===== config.mk =====
export PLATFORM = sky130hd
export DESIGN_NAME = pmp_range_match
export DESIGN_NICKNAME = d
export VERILOG_FILES = /design/src/rtl/pmp_pkg.sv /design/src/rtl/pmp_range_match.sv
export SDC_FILE = /design/constraint.sdc
export NUM_CORES = 1
export LEC_CHECK = 0
export CORE_AREA = 2 2 166 168
export DETAILED_ROUTE_END_ITERATION = 7
export DIE_AREA = 0 0 168 170
export PLACE_DENSITY = 0.75
export SETUP_SLACK_MARGIN = 0.2
export SKIP_LAST_GASP = 1
export SLEW_MARGIN = 20
export SYNTH_ARGS = -nofsm -noshare
export SYNTH_HDL_FRONTEND = slang
export SYNTH_SLANG_ARGS = --single-unit

===== constraint.sdc =====
create_clock -name vclk -period 23
set_input_delay 6.9 -clock vclk [all_inputs]
set_output_delay 6.9 -clock vclk [all_outputs]
set_load 0.02 [all_outputs]

===== src/rtl/pmp_pkg.sv =====
// Shared definitions for the multi-cycle PMP scan checker: address-matching
// modes, privilege codes and the scan FSM state type.
package pmp_pkg;
  localparam logic [1:0] PMP_OFF   = 2'd0;
  localparam logic [1:0] PMP_TOR   = 2'd1;
  localparam logic [1:0] PMP_NA4   = 2'd2;
  localparam logic [1:0] PMP_NAPOT = 2'd3;

  localparam logic [1:0] PRIV_U = 2'd0;
  localparam logic [1:0] PRIV_S = 2'd1;
  localparam logic [1:0] PRIV_M = 2'd3;

  typedef enum logic [1:0] {IDLE, SCAN, RESP} pmpstate_t;
endpackage


===== src/rtl/pmp_range_match.sv =====
// Single-entry PMP region decode: builds [base, top) from cfg/adr and reports
// whether the access byte range [lo, hi] overlaps or lies fully inside it.
module pmp_range_match
  import pmp_pkg::*;
#(
  parameter int PA_BITS = 56
) (
  input  logic [PA_BITS:0]   lo,
  input  logic [PA_BITS:0]   hi,
  input  logic [7:0]         cfg,
  input  logic [PA_BITS-3:0] adr,
  input  logic [PA_BITS-3:0] prevAdr,
  output logic               Overlap,
  output logic               Full
);
  // One extra bit so a NAPOT region covering the whole space has a representable top.
  localparam int W = PA_BITS + 2;

  logic [W-1:0]       w_lo, w_hi, w_adr4, w_prev4, w_bmask, w_base, w_top;
  logic [PA_BITS-2:0] w_adr_x, w_nmask;
  logic               w_valid;
  logic               w_unused;

  assign w_unused = ^{cfg[7:5], cfg[2:0]};
  assign w_lo     = {1'b0, lo};
  assign w_hi     = {1'b0, hi};
  assign w_adr4   = {2'b00, adr, 2'b00};
  assign w_prev4  = {2'b00, prevAdr, 2'b00};
  // Trailing ones plus the next zero: low k+1 bits set, in word units.
  assign w_adr_x  = {1'b0, adr};
  assign w_nmask  = w_adr_x ^ (w_adr_x + 1'b1);
  assign w_bmask  = {1'b0, w_nmask, 2'b11};

  always_comb begin
    w_valid = 1'b0;
    w_base  = '0;
    w_top   = '0;
    case (cfg[4:3])
      PMP_TOR: begin
        w_base  = w_prev4;
        w_top   = w_adr4;
        w_valid = w_top > w_base;
      end
      PMP_NA4: begin
        w_base  = w_adr4;
        w_top   = w_adr4 + W'(4);
        w_valid = 1'b1;
      end
      PMP_NAPOT: begin
        w_base  = w_adr4 & ~w_bmask;
        w_top   = w_base + w_bmask + W'(1);
        w_valid = 1'b1;
      end
      default: ;
    endcase
  end

  assign Overlap = w_valid & (w_lo < w_top) & (w_hi >= w_base);
  assign Full    = w_valid & (w_lo >= w_base) & (w_hi < w_top);
endmodule


==> impl_metrics.json <==
{
  "seq_cells": 0,
  "relSlewSlack_pct": 37.0,
  "cp_common_cell": "o21ai_0",
  "nClkBuffers": 0,
  "yosysTopAreaCell": "ha_1",
  "wl_per_cell_um": 18.7,
  "gp_congestion": 0.992,
  "numPortBuffers": 226,
  "slew_viol_final": 0,
  "grt_pass1_wl_um": 70200,
  "setup_slack_ns": 1.07,
  "worstPathRequired_ns": 16.10,
  "grt_usage_pct": 29.7,
  "setup_viol_count_final": 0,
  "num_antenna_cells": 0,
  "final_core_util_pct": 58.7,
  "finalCriticalPeriod_ns": 21.93,
  "cap_violations": 0,
  "syn_area_per_cell_um2": 7.18,
  "cp_max_fo": 9,
  "crit_buf_inv": 2,
  "grt_max_degree": 83,
  "fillCellCount": 2495,
  "crit_path_start_kind": "primary input",
  "die_y_um": 170,
  "status": "complete, no violations",
  "postRouteAntennaNets": 0,
  "area_delta_synth_final_pct": 19.1,
  "regArea_um2": 0,
  "drc": 0,
  "max_freq_mhz": 45.6,
  "grt-ovfl-total": 0,
  "rows": 60,
  "criticalPathCategory": "primary input to output pin",
  "grt_pass1_vias": 14007,
  "synth_commonest_cells": "378 x ha_1, 203 x a21oi_1, 159 x nor2_1, 147 x inv_1, 109 x nand2_1",
  "leakagePower_uw": 0.00727,
  "hold_buffers": 0,
  "ys_warn_count": 0,
  "hold_viol": 0,
  "start_util_pct": 49.3,
  "core_area_mm2": 0.0267,
  "placedCellCount": 2339,
  "peakVddDrop_v": 0.0000120,
  "dp_hpwl_um": 37900,
  "dr.pass1.iters": 5,
  "die_x_um": 168,
  "cts_resized": 0,
  "tns_ns": 0,
  "netlist_instances": 1828,
  "syn-cell-area_mm2": 0.0131,
  "nNetsFinal": 2608,
  "layout-drive-gt1-share_pct": 1.45,
  "hold_path_class": "primary input to output pin",
  "io_pins": 232,
  "wl_um": 43700,
  "yosysTopAreaCellShare_pct": 36.0,
  "critPathCaptureType": "output pin",
  "dp_slack_ns": 1.27,
  "final_cells": 2339,
  "max_slew.worst_pin.slew_ns": 0.945,
  "crit_arrival_ns": 15.03,
  "syn_nets": 2436,
  "synth_area_leaders": "ha_1 36%, a21oi_1 7.7%, nor2_1 4.5%, a21o_1 4.5%, xor2_1 4.5%",
  "yosysSeqAreaShare_pct": 0,
  "slowest_delay_ns": 0.70,
  "num_vias": 14343,
  "rsz0062_at_grt": "no",
  "crit_path_start": "adr[2]",
  "yosysMostFrequentCell": "ha_1",
  "drtIter0Drc": 970,
  "synth_cell_type_count": 72,
  "antenna_found_initial": 1,
  "slowest_stage": "clkdlybuf4s50_1",
  "post_cts_buffers": 0,
  "multi_input_area_mm2": 0.0123,
  "via_per_inst": 6.13,
  "power.density_mw_per_mm2": 22.5,
  "cpLargestDelayFamily": "simple AND/OR/NAND/NOR gates",
  "hold_start": "hi[56]",
  "die-area_mm2": 0.0286,
  "fin_crit_sh_pct": 95.3
}
==> power breakdown <==
| group | switching (µW) | total [µW] | internal [µW] | leakage [µW] |
|---|---|---|---|---|
| combinational | 194 | 352 | 158 | 0.00727 |
| clock | 0 | 0 | 0 | 0 |
| sequential | 0 | 0 | 0 | 0 |
==> stage by stage <==
stage / hold slack [ns] / total power (µW) / instance area (µm²)
finish: 15.28 / 352 / 15600
floorplan: 14.19 / 223 / 13100
global route: 15.32 / 394 / 15600
detailed placement: 15.27 / 345 / 15600
CTS: 15.27 / 347 / 15600
global placement: 15.27 / 336 / 15600
==> cells by family (layout without fill, tap and decap cells) <==
kind of cell | after synthesis | in the layout | share of synthesized area, %
fa+ha+maj | 378 | 378 | 36.0
simple gates | 510 | 510 | 19.0
compound gates | 567 | 567 | 27.5
buf+inv | 211 | 381 | 6.13
mux | 59 | 59 | 4.51
xor+xnor | 103 | 103 | 6.87
==> tightest hold or removal path: stages <==
cell             delay (ns)
clkdlybuf4s50_1        0.54
ha_1                   0.17
a221oi_1               0.05
o21a_1                 0.18
clkdlybuf4s50_1        0.53
==> final cells by class <==
class / count / area share [%]
inverter: 148 / 3.55
multi-input combinational: 1617 / 78.9
tap: 341 / 2.73
timing repair buffer: 233 / 14.8
==> cell usage in the layout (no fill, tap or decap), types with 36 or more instances in the layout <==
cell             netlist  routed
a211oi_1              38      38
a21o_1                79      79
a21oi_1              203     203
clkdlybuf4s50_1        0     225
ha_1                 378     378
inv_1                147     147
mux2i_1               58      58
nand2_1              109     109
nand3_1               40      40
nand4_1               54      54
nor2_1               159     159
o21ai_0               97      97
xnor2_1               36      36
xor2_1                67      67
==> layer usage <==
| layer | wire (µm) | share of wire, % | vias to the layer above | global-route usage, % |
|---|---|---|---|---|
| met5 | 12 | 0.027 | - | 0 |
| met4 | 1680 | 3.8 | 2 | 10.1 |
| met1 | 19300 | 44 | 6648 | 38.8 |
| met3 | 2530 | 5.8 | 103 | 2.47 |
| met2 | 20200 | 46 | 480 | 51.5 |
| li1 | - | - | 7110 | - |
==> path summary, 6_finish.rpt <==
kind | end | slack [ns] | depth (start not counted)
min | Full | 15.28 | 5
max | Overlap | 1.07 | 29
(Power assumes the default switching activity.)
